`config.mk`:
```
export PLATFORM = sky130hd
export DESIGN_NAME = gobou_ctrl_pipe_flat
export DESIGN_NICKNAME = d
export VERILOG_FILES = /design/src/rtl/gobou_ctrl_pipe_pkg.sv /design/src/rtl/gobou_ctrl_pipe_if.sv /design/src/rtl/gobou_ctrl_delay.sv /design/src/rtl/gobou_ctrl_pipe.sv /design/src/flat_wrapper.sv
export SDC_FILE = /design/constraint.sdc
export NUM_CORES = 1
export LEC_CHECK = 0
export ABC_AREA = 1
export BUFFER_PORTS_ARGS = -buffer_cell sky130_fd_sc_hd__buf_2
export CAP_MARGIN = 15
export CELL_PAD_IN_SITES_DETAIL_PLACEMENT = 1
export CELL_PAD_IN_SITES_GLOBAL_PLACEMENT = 1
export CORE_MARGIN = 1
export CORE_UTILIZATION = 39
export CTS_CLUSTER_SIZE = 30
export DETAILED_ROUTE_END_ITERATION = 8
export PLACE_DENSITY_LB_ADDON = 0.1
export SLEW_MARGIN = 25
export SYNTH_ARGS = -nofsm -noshare
export SYNTH_HDL_FRONTEND = slang
export SYNTH_SLANG_ARGS = --single-unit
```
`constraint.sdc`:
```
create_clock -name clk -period 5.3 [get_ports clk]
set_input_delay 0.53 -clock clk [delete_from_list [all_inputs] [get_ports clk]]
set_output_delay 0.53 -clock clk [all_outputs]
set_load 0.02 [all_outputs]
```
`src/rtl/gobou_ctrl_pipe_pkg.sv`:
```
// rtl/gobou_ctrl_pipe_pkg.sv - shared types, latency defaults and weight-select decode for gobou_ctrl_pipe
package gobou_ctrl_pipe_pkg;

    typedef enum logic [2:0] {
        S_IDLE,
        S_ACC,
        S_BIAS,
        S_DRAIN,
        S_SER,
        S_OUT,
        S_NEXT,
        S_DONE
    } state_e;

    localparam int MAC_LAT_DEF  = 2;
    localparam int BIAS_LAT_DEF = 1;
    localparam int RELU_LAT_DEF = 1;

    localparam int SEL_W    = 9;
    localparam int CORE_MAX = 256;

    // sel=0 selects no core; sel=k selects core k-1
    function automatic logic [CORE_MAX-1:0] onehot_dec(input logic [SEL_W-1:0] sel);
        logic [CORE_MAX-1:0] res;
        res = '0;
        if (sel != '0) begin
            res = CORE_MAX'(1) << (sel - SEL_W'(1));
        end
        return res;
    endfunction

endpackage

```
`src/rtl/gobou_ctrl_pipe_if.sv`:
```
// rtl/gobou_ctrl_pipe_if.sv - image/weight memory bus between the controller and the memories
interface gobou_ctrl_pipe_if #(
    parameter int DWIDTH  = 16,
    parameter int IMGSIZE = 12,
    parameter int NETSIZE = 14,
    parameter int CORE    = 16
);
    logic               mem_img_we;
    logic [IMGSIZE-1:0] mem_img_addr;
    logic [DWIDTH-1:0]  write_mem_img;
    logic [CORE-1:0]    mem_net_we;
    logic [NETSIZE-1:0] mem_net_addr;
    logic [DWIDTH-1:0]  write_result;

    modport master (
        output mem_img_we, mem_img_addr, write_mem_img, mem_net_we, mem_net_addr,
        input  write_result
    );

    modport slave (
        input  mem_img_we, mem_img_addr, write_mem_img, mem_net_we, mem_net_addr,
        output write_result
    );
endinterface

```
`src/rtl/gobou_ctrl_delay.sv`:
```
// rtl/gobou_ctrl_delay.sv - LAT-deep token shift register for one pipeline stage
module gobou_ctrl_delay #(
    parameter int W   = 3,
    parameter int LAT = 1
) (
    input  logic         clk,
    input  logic         xrst,
    input  logic [W-1:0] in_tok,
    output logic [W-1:0] out_tok
);

    generate
        if (LAT == 0) begin : g_pass
            assign out_tok = in_tok;
        end else begin : g_sr
            logic [W-1:0] sr_q [LAT];
            logic [W-1:0] sr_d [LAT];

            always_comb begin
                sr_d[0] = in_tok;
                for (int k = 1; k < LAT; k++) begin
                    sr_d[k] = sr_q[k-1];
                end
            end

            always_ff @(posedge clk) begin
                if (!xrst) begin
                    for (int k = 0; k < LAT; k++) begin
                        sr_q[k] <= '0;
                    end
                end else begin
                    sr_q <= sr_d;
                end
            end

            assign out_tok = sr_q[LAT-1];
        end
    endgenerate

endmodule

```
`src/rtl/gobou_ctrl_pipe.sv`:
```
// rtl/gobou_ctrl_pipe.sv - gobou FC engine controller; GOBOU_CTRL_PIPE_PERF_EN adds perf_cycles
module gobou_ctrl_pipe
    import gobou_ctrl_pipe_pkg::*;
#(
    parameter int DWIDTH   = 16,
    parameter int IMGSIZE  = 12,
    parameter int NETSIZE  = 14,
    parameter int LWIDTH   = 10,
    parameter int CORE     = 16,
    parameter int CORELOG  = 4,
    parameter int MAC_LAT  = MAC_LAT_DEF,
    parameter int BIAS_LAT = BIAS_LAT_DEF,
    parameter int RELU_LAT = RELU_LAT_DEF
) (
    input  logic               clk,
    input  logic               xrst,
    input  logic               req,
    output logic               ack,
    input  logic               relu_en,
    input  logic               img_we,
    input  logic [IMGSIZE-1:0] input_addr,
    input  logic [IMGSIZE-1:0] output_addr,
    input  logic [DWIDTH-1:0]  write_img,
    input  logic [CORELOG:0]   net_we,
    input  logic [NETSIZE-1:0] net_addr,
    input  logic [LWIDTH-1:0]  total_in,
    input  logic [LWIDTH-1:0]  total_out,
    gobou_ctrl_pipe_if.master  mem,
    output logic               breg_we,
    output logic               serial_we,
    output logic               accum_rst,
    output logic               accum_we,
    output logic               mac_oe,
    output logic               bias_oe,
    output logic               relu_oe
`ifdef GOBOU_CTRL_PIPE_PERF_EN
    ,
    output logic [31:0]        perf_cycles
`endif
);

    state_e             state_q, state_d;
    logic               ack_q, ack_d;
    logic               relu_en_q, relu_en_d;
    logic               breg_we_q, breg_we_d;
    logic [LWIDTH-1:0]  ti_q, ti_d;
    logic [LWIDTH-1:0]  rem_q, rem_d;
    logic [LWIDTH-1:0]  i_q, i_d;
    logic [CORELOG-1:0] j_q, j_d;
    logic [IMGSIZE-1:0] in_base_q, in_base_d;
    logic [IMGSIZE-1:0] out_addr_q, out_addr_d;
    logic [NETSIZE-1:0] net_addr_q, net_addr_d;

    logic [2:0] core_tok;
    logic [2:0] mac_tok;
    logic       relu_raw;
    logic       last_i;

    assign last_i = (i_q == ti_q - LWIDTH'(1));

    always_comb begin
        state_d    = state_q;
        ack_d      = ack_q;
        relu_en_d  = relu_en_q;
        ti_d       = ti_q;
        rem_d      = rem_q;
        i_d        = i_q;
        j_d        = j_q;
        in_base_d  = in_base_q;
        out_addr_d = out_addr_q;
        net_addr_d = net_addr_q;
        breg_we_d  = (state_q == S_BIAS);
        core_tok   = 3'b000;
        serial_we  = 1'b0;

        mem.mem_img_we    = 1'b0;
        mem.mem_img_addr  = '0;
        mem.write_mem_img = '0;
        mem.mem_net_we    = '0;
        mem.mem_net_addr  = '0;

        case (state_q)
            S_IDLE: begin
                mem.mem_img_we    = img_we;
                mem.mem_img_addr  = input_addr;
                mem.write_mem_img = write_img;
                mem.mem_net_we    = CORE'(onehot_dec(SEL_W'(net_we)));
                mem.mem_net_addr  = net_addr;
                if (req) begin
                    ack_d      = 1'b0;
                    relu_en_d  = relu_en;
                    ti_d       = total_in;
                    rem_d      = total_out;
                    in_base_d  = input_addr;
                    out_addr_d = output_addr;
                    net_addr_d = '0;
                    i_d        = '0;
                    j_d        = '0;
                    if (total_out == '0) begin
                        state_d = S_DONE;
                    end else if (total_in == '0) begin
                        state_d = S_BIAS;
                    end else begin
                        state_d = S_ACC;
                    end
                end
            end
            S_ACC: begin
                mem.mem_img_addr = in_base_q + IMGSIZE'(i_q);
                mem.mem_net_addr = net_addr_q;
                core_tok         = {i_q == '0, 1'b1, last_i};
                net_addr_d       = net_addr_q + NETSIZE'(1);
                i_d              = i_q + LWIDTH'(1);
                if (last_i) begin
                    i_d     = '0;
                    state_d = S_BIAS;
                end
            end
            S_BIAS: begin
                // net_addr_q already sits on the bias word; the next group starts right after it
                mem.mem_net_addr = net_addr_q;
                net_addr_d       = net_addr_q + NETSIZE'(1);
                core_tok         = {ti_q == '0, 1'b0, ti_q == '0};
                state_d          = S_DRAIN;
            end
            S_DRAIN: begin
                if (relu_en_q ? relu_oe : bias_oe) begin
                    state_d = S_SER;
                end
            end
            S_SER: begin
                serial_we = 1'b1;
                j_d       = '0;
                state_d   = S_OUT;
            end
            S_OUT: begin
                mem.mem_img_we    = 1'b1;
                mem.mem_img_addr  = out_addr_q;
                mem.write_mem_img = mem.write_result;
                out_addr_d        = out_addr_q + IMGSIZE'(1);
                rem_d             = rem_q - LWIDTH'(1);
                j_d               = j_q + CORELOG'(1);
                if (rem_q == LWIDTH'(1) || j_q == CORELOG'(CORE - 1)) begin
                    state_d = S_NEXT;
                end
            end
            S_NEXT: begin
                if (rem_q == '0) begin
                    state_d = S_DONE;
                end else if (ti_q == '0) begin
                    state_d = S_BIAS;
                end else begin
                    state_d = S_ACC;
                end
            end
            S_DONE: begin
                ack_d   = 1'b1;
                state_d = S_IDLE;
            end
            default: begin
                state_d = S_IDLE;
            end
        endcase
    end

    always_ff @(posedge clk) begin
        if (!xrst) begin
            state_q    <= S_IDLE;
            ack_q      <= 1'b1;
            relu_en_q  <= 1'b0;
            breg_we_q  <= 1'b0;
            ti_q       <= '0;
            rem_q      <= '0;
            i_q        <= '0;
            j_q        <= '0;
            in_base_q  <= '0;
            out_addr_q <= '0;
            net_addr_q <= '0;
        end else begin
            state_q    <= state_d;
            ack_q      <= ack_d;
            relu_en_q  <= relu_en_d;
            breg_we_q  <= breg_we_d;
            ti_q       <= ti_d;
            rem_q      <= rem_d;
            i_q        <= i_d;
            j_q        <= j_d;
            in_base_q  <= in_base_d;
            out_addr_q <= out_addr_d;
            net_addr_q <= net_addr_d;
        end
    end

    gobou_ctrl_delay #(.W(3), .LAT(MAC_LAT)) u_mac_dly (
        .clk    (clk),
        .xrst   (xrst),
        .in_tok (core_tok),
        .out_tok(mac_tok)
    );

    gobou_ctrl_delay #(.W(1), .LAT(BIAS_LAT)) u_bias_dly (
        .clk    (clk),
        .xrst   (xrst),
        .in_tok (mac_oe),
        .out_tok(bias_oe)
    );

    gobou_ctrl_delay #(.W(1), .LAT(RELU_LAT)) u_relu_dly (
        .clk    (clk),
        .xrst   (xrst),
        .in_tok (bias_oe),
        .out_tok(relu_raw)
    );

    assign accum_rst = mac_tok[2];
    assign accum_we  = mac_tok[1];
    assign mac_oe    = mac_tok[0];
    assign relu_oe   = relu_raw & relu_en_q;
    assign ack       = ack_q;
    assign breg_we   = breg_we_q;

`ifdef GOBOU_CTRL_PIPE_PERF_EN
    logic [31:0] perf_q, perf_d;

    always_comb begin
        perf_d = perf_q;
        if (state_q == S_IDLE) begin
            if (req) begin
                perf_d = '0;
            end
        end else begin
            perf_d = perf_q + 32'd1;
        end
    end

    always_ff @(posedge clk) begin
        if (!xrst) begin
            perf_q <= '0;
        end else begin
            perf_q <= perf_d;
        end
    end

    assign perf_cycles = perf_q;
`endif

endmodule
```
`src/flat_wrapper.sv`:
```
// flat-port wrapper written by rule: the top's interface ports become plain ports
module gobou_ctrl_pipe_flat import gobou_ctrl_pipe_pkg::*;
#(
    parameter int DWIDTH   = 16,
    parameter int IMGSIZE  = 12,
    parameter int NETSIZE  = 14,
    parameter int LWIDTH   = 10,
    parameter int CORE     = 16,
    parameter int CORELOG  = 4,
    parameter int MAC_LAT  = MAC_LAT_DEF,
    parameter int BIAS_LAT = BIAS_LAT_DEF,
    parameter int RELU_LAT = RELU_LAT_DEF
)
  (clk, xrst, req, ack, relu_en, img_we, input_addr, output_addr, write_img, net_we, net_addr, total_in, total_out, breg_we, serial_we, accum_rst, accum_we, mac_oe, bias_oe, relu_oe, mem_mem_img_we, mem_mem_img_addr, mem_write_mem_img, mem_mem_net_we, mem_mem_net_addr, mem_write_result);
  gobou_ctrl_pipe_if #(.DWIDTH(DWIDTH), .IMGSIZE(IMGSIZE), .NETSIZE(NETSIZE), .CORE(CORE)) mem_i ();
  input  logic clk;
  input  logic xrst;
  input  logic req;
  output logic ack;
  input  logic relu_en;
  input  logic img_we;
  input  logic [IMGSIZE-1:0] input_addr;
  input  logic [IMGSIZE-1:0] output_addr;
  input  logic [DWIDTH-1:0] write_img;
  input  logic [CORELOG:0] net_we;
  input  logic [NETSIZE-1:0] net_addr;
  input  logic [LWIDTH-1:0] total_in;
  input  logic [LWIDTH-1:0] total_out;
  output logic breg_we;
  output logic serial_we;
  output logic accum_rst;
  output logic accum_we;
  output logic mac_oe;
  output logic bias_oe;
  output logic relu_oe;
  output wire logic [$bits(mem_i.mem_img_we)-1:0] mem_mem_img_we;
  output wire logic [$bits(mem_i.mem_img_addr)-1:0] mem_mem_img_addr;
  output wire logic [$bits(mem_i.write_mem_img)-1:0] mem_write_mem_img;
  output wire logic [$bits(mem_i.mem_net_we)-1:0] mem_mem_net_we;
  output wire logic [$bits(mem_i.mem_net_addr)-1:0] mem_mem_net_addr;
  input wire logic [$bits(mem_i.write_result)-1:0] mem_write_result;
  assign mem_mem_img_we = mem_i.mem_img_we;
  assign mem_mem_img_addr = mem_i.mem_img_addr;
  assign mem_write_mem_img = mem_i.write_mem_img;
  assign mem_mem_net_we = mem_i.mem_net_we;
  assign mem_mem_net_addr = mem_i.mem_net_addr;
  assign mem_i.write_result = mem_write_result;
  gobou_ctrl_pipe #(.DWIDTH(DWIDTH), .IMGSIZE(IMGSIZE), .NETSIZE(NETSIZE), .LWIDTH(LWIDTH), .CORE(CORE), .CORELOG(CORELOG), .MAC_LAT(MAC_LAT), .BIAS_LAT(BIAS_LAT), .RELU_LAT(RELU_LAT)) u_core (.clk(clk), .xrst(xrst), .req(req), .ack(ack), .relu_en(relu_en), .img_we(img_we), .input_addr(input_addr), .output_addr(output_addr), .write_img(write_img), .net_we(net_we), .net_addr(net_addr), .total_in(total_in), .total_out(total_out), .mem(mem_i), .breg_we(breg_we), .serial_we(serial_we), .accum_rst(accum_rst), .accum_we(accum_we), .mac_oe(mac_oe), .bias_oe(bias_oe), .relu_oe(relu_oe));
endmodule
```
==> impl_metrics.json <==
{
  "dpl-instance-area_mm2": 0.00673,
  "initial_core_util_pct": 39.9,
  "place_inst": 1212,
  "dp_hpwl_mm": 14.5,
  "synth_top_family_by_area": "simple AND/OR/NAND/NOR gates",
  "cts.sinks": 86,
  "clockRootBuffer": "clkbuf_16",
  "synthMuxAreaShare_pct": 0,
  "crit_required_ns": 4.77,
  "fin_area_mm2": 0.00706,
  "grt_max_degree": 47,
  "rows": 44,
  "nets": 1161,
  "numPortBuffers": 166,
  "synthDistinctLibCells": 56,
  "wirelength_mm": 19.2,
  "clk_path_buf_depth": 2,
  "critPathLaunch": "u_core.state_q[2]",
  "synth_commonest_cells": "205 x nand2_1, 109 x inv_1, 87 x nor2_1",
  "syn_area_per_cell_um2": 6.51,
  "crit_chain": "nand3_2 -> inv_1 -> buf_4 -> a22o_1 -> buf_2",
  "worstRegToRegCells": 6,
  "cts_tree": "built",
  "reg2reg_from": "u_core.state_q[2]",
  "status": "finished, final reports clean",
  "synth-seq-cells": 86,
  "worstSetupEndpoint": "mem_write_mem_img[6]",
  "cts_hold_buf": 0,
  "synth_warnings": 0,
  "dieWidth_um": 124,
  "ff2ff_setup_slack_ns": 2.23,
  "r2r_end": "u_core.j_q[3]",
  "cp-end-kind": "primary output",
  "drive_gt1_share_pct": 20.9,
  "route.detailed.drc": 0,
  "n_fill_cell": 2030,
  "finalMaxSlewViolations": 0,
  "period_share_pct": 68.8,
  "final_antenna_net_count": 0,
  "wl_per_cell_um": 15.7,
  "crit_family": "buffers and inverters",
  "gr-total-overflow": 0,
  "hold_viol": 0,
  "track_usage_pct": 25.7,
  "pre_cts_slack_ns": 1.98,
  "crit_path_max_incr_delay_ns": 0.86,
  "synth_nets": 1013,
  "hold_path_class": "flop to flop",
  "drt-initial-drc-count": 262,
  "synthXorXnorAreaFrac_pct": 3.47,
  "num_antenna_cells": 0,
  "ios": 167,
  "clock_latency_ns": 0.35,
  "postCtsSetupBuffers": 0,
  "cts_buffers": 9,
  "tns_ns": 0,
  "avgViaCountPerCell": 5.28,
  "worstPathMaxFanout": 27,
  "synth_compound_area_share_pct": 19.4,
  "area_growth_syn_to_layout_pct": 21.7,
  "syn-cell-area_mm2": 0.00580,
  "cp.depth": 5,
  "power-per-cell-area_mw_per_mm2": 456,
  "crit_arrival_ns": 3.12,
  "cts_resized": 0,
  "antenna_found_initial": 0,
  "maxCapViolCount": 0,
  "synthAdderAreaFrac_pct": 4.87,
  "period_minus_slack_ns": 3.65,
  "setup_viol": 0,
  "rsz0062_at_grt": "false",
  "yosysSeqAreaShare_pct": 29.7,
  "synth_top_area_share_pct": 29.7,
  "synthFlopType": "dfxtp_1",
  "num_vias": 6487,
  "syn_inst": 891,
  "yosys.cell_count.top_type": "nand2_1",
  "gp_congestion": 0.824,
  "cpMaxStageDelayCell": "inv_1",
  "fin_hold_ws_ns": 0.419,
  "cp_num_buf_inv": 3,
  "final_cells": 1228,
  "die_h_um": 124,
  "dieArea_mm2": 0.0154,
  "p_leak_nw": 3.44,
  "yosys-top-cells-area": "dfxtp_1 30%, nand2_1 13%, inv_1 7.1%",
  "vdd_drop_max_mv": 0.202,
  "fp.coreArea_mm2": 0.0145,
  "grt_pass1_vias": 6339,
  "grt_pass1_wl_mm": 30.5,
  "worstSetupStartpointType": "flop",
  "finalClockSkew_ns": 0.00790,
  "path_clk_slew_ns": 0.06,
  "max_clock_freq_mhz": 274,
  "yosys.area.top_type": "dfxtp_1",
  "critPathKind": "flop to primary output",
  "synth_edf_count": 0,
  "dr.pass1.iters": 4,
  "synthSimpleGateAreaFrac_pct": 32.2,
  "worst-slew-pin-transition_ns": 0.870,
  "async_flop_share_pct": 0,
  "slew_headroom_pct": 42.0,
  "setup_ws_ns": 1.65,
  "htree_num_levels": 3
}
-- cell type report --
cell class              instances  area (um^2)  share of cell area (%)
clock buffers                  11          253                    3.58
flip-flops and latches         86         1720                    24.4
clock inverters                 5         81.3                    1.15
repair buffers                170          861                    12.2
inverters                     118          443                    6.27
multi-input cells             654         3470                    49.2
well taps                     184          230                    3.26
-- stage by stage --
step / total power [mW] / utilization, %
finish: 3.22 / 48.6
global route: 3.48 / 48.6
CTS: 3.25 / 48.6
detailed placement: 2.52 / 46.3
global placement: 2.50 / 46.3
floorplan: 2.06 / -
-- worst min-delay path: stages, from the launching register on --
cell and delay, ns:
dfxtp_1 0.31, nand2_1 0.05, inv_1 0.04
-- layer usage --
metal	track usage (%)	part of all wire (%)	vias to the layer above	wire length (um)
li1	-	-	3248	-
met1	30.6	46	3106	8800
met2	46.7	49	110	9450
met3	4.58	3.1	23	593
met4	7.37	1.9	0	372
met5	0	0	-	0
-- kinds of logic (layout without fill, tap and decap cells) --
logic type / after synthesis / in the layout
xor gates and xnor gates: 23 / 23
adders and majority gates: 22 / 22
AOI/OAI and AO/OA: 188 / 188
and+or+nand+nor: 421 / 421
DFF: 86 / 86
buffers and inverters: 151 / 304
-- cell usage in the layout (no fill, tap or decap), drive strengths merged, types with 2 or more instances in the layout --
cell / n
clkbuf: 11
dfxtp: 86
inv: 116
a31oi: 13
a32o: 3
nor2: 93
ha: 21
nor4: 4
xor2: 17
o221ai: 3
nor3: 15
a22o: 16
a21oi: 60
clkinv: 4
bufinv: 2
nand3: 72
xnor2: 6
or2: 8
o211ai: 8
nor3b: 2
a211oi: 2
nand4: 12
o21ai: 70
nand2: 210
buf: 170
nand3b: 3
o21bai: 2
-- worst min-delay path by stage --
| stage | startpoint | endpoint | slack, ns | cells past startpoint |
|---|---|---|---|---|
| 2_1_floorplan | u_core.u_mac_dly.g_sr.sr_d[0] | u_core.u_mac_dly.out_tok[0] | 0.39 | 2 |
| 3_3_place_gp | u_core.u_mac_dly.g_sr.sr_d[2] | u_core.u_mac_dly.out_tok[2] | 0.40 | 2 |
| 3_5_place_dp | u_core.u_mac_dly.g_sr.sr_d[1] | u_core.u_mac_dly.out_tok[1] | 0.41 | 2 |
| 4_1_cts | total_in[6] | u_core.ti_q[6] | 0.42 | 3 |
| 5_1_grt | total_in[6] | u_core.ti_q[6] | 0.42 | 3 |
| 6_report | u_core.u_mac_dly.g_sr.sr_d[1] | u_core.u_mac_dly.out_tok[1] | 0.42 | 2 |
-- registers in the layout (all words and copies together) (netlist names) --
signal / cells
u_core.relu_en_q: 1
u_core.u_relu_dly.out_tok: 1
u_core.net_addr_q: 14
u_core.u_mac_dly.out_tok: 3
u_core.ti_q: 10
u_core.state_q: 3
u_core.breg_we: 1
u_core.rem_q: 10
u_core.out_addr_q: 12
u_core.u_bias_dly.out_tok: 1
u_core.ack: 1
u_core.in_base_q: 12
u_core.j_q: 4
u_core.i_q: 10
u_core.u_mac_dly.g_sr.sr_d: 3
-- power by group --
group / internal (mW) / switching (mW) / leakage, nW / total [mW]
registers: 0.771 / 0.134 / 0.702 / 0.904
clock network: 0.439 / 0.279 / 0.162 / 0.718
logic: 0.518 / 1.08 / 2.58 / 1.60
No activity file was read; power rests on OpenSTA's default activity.
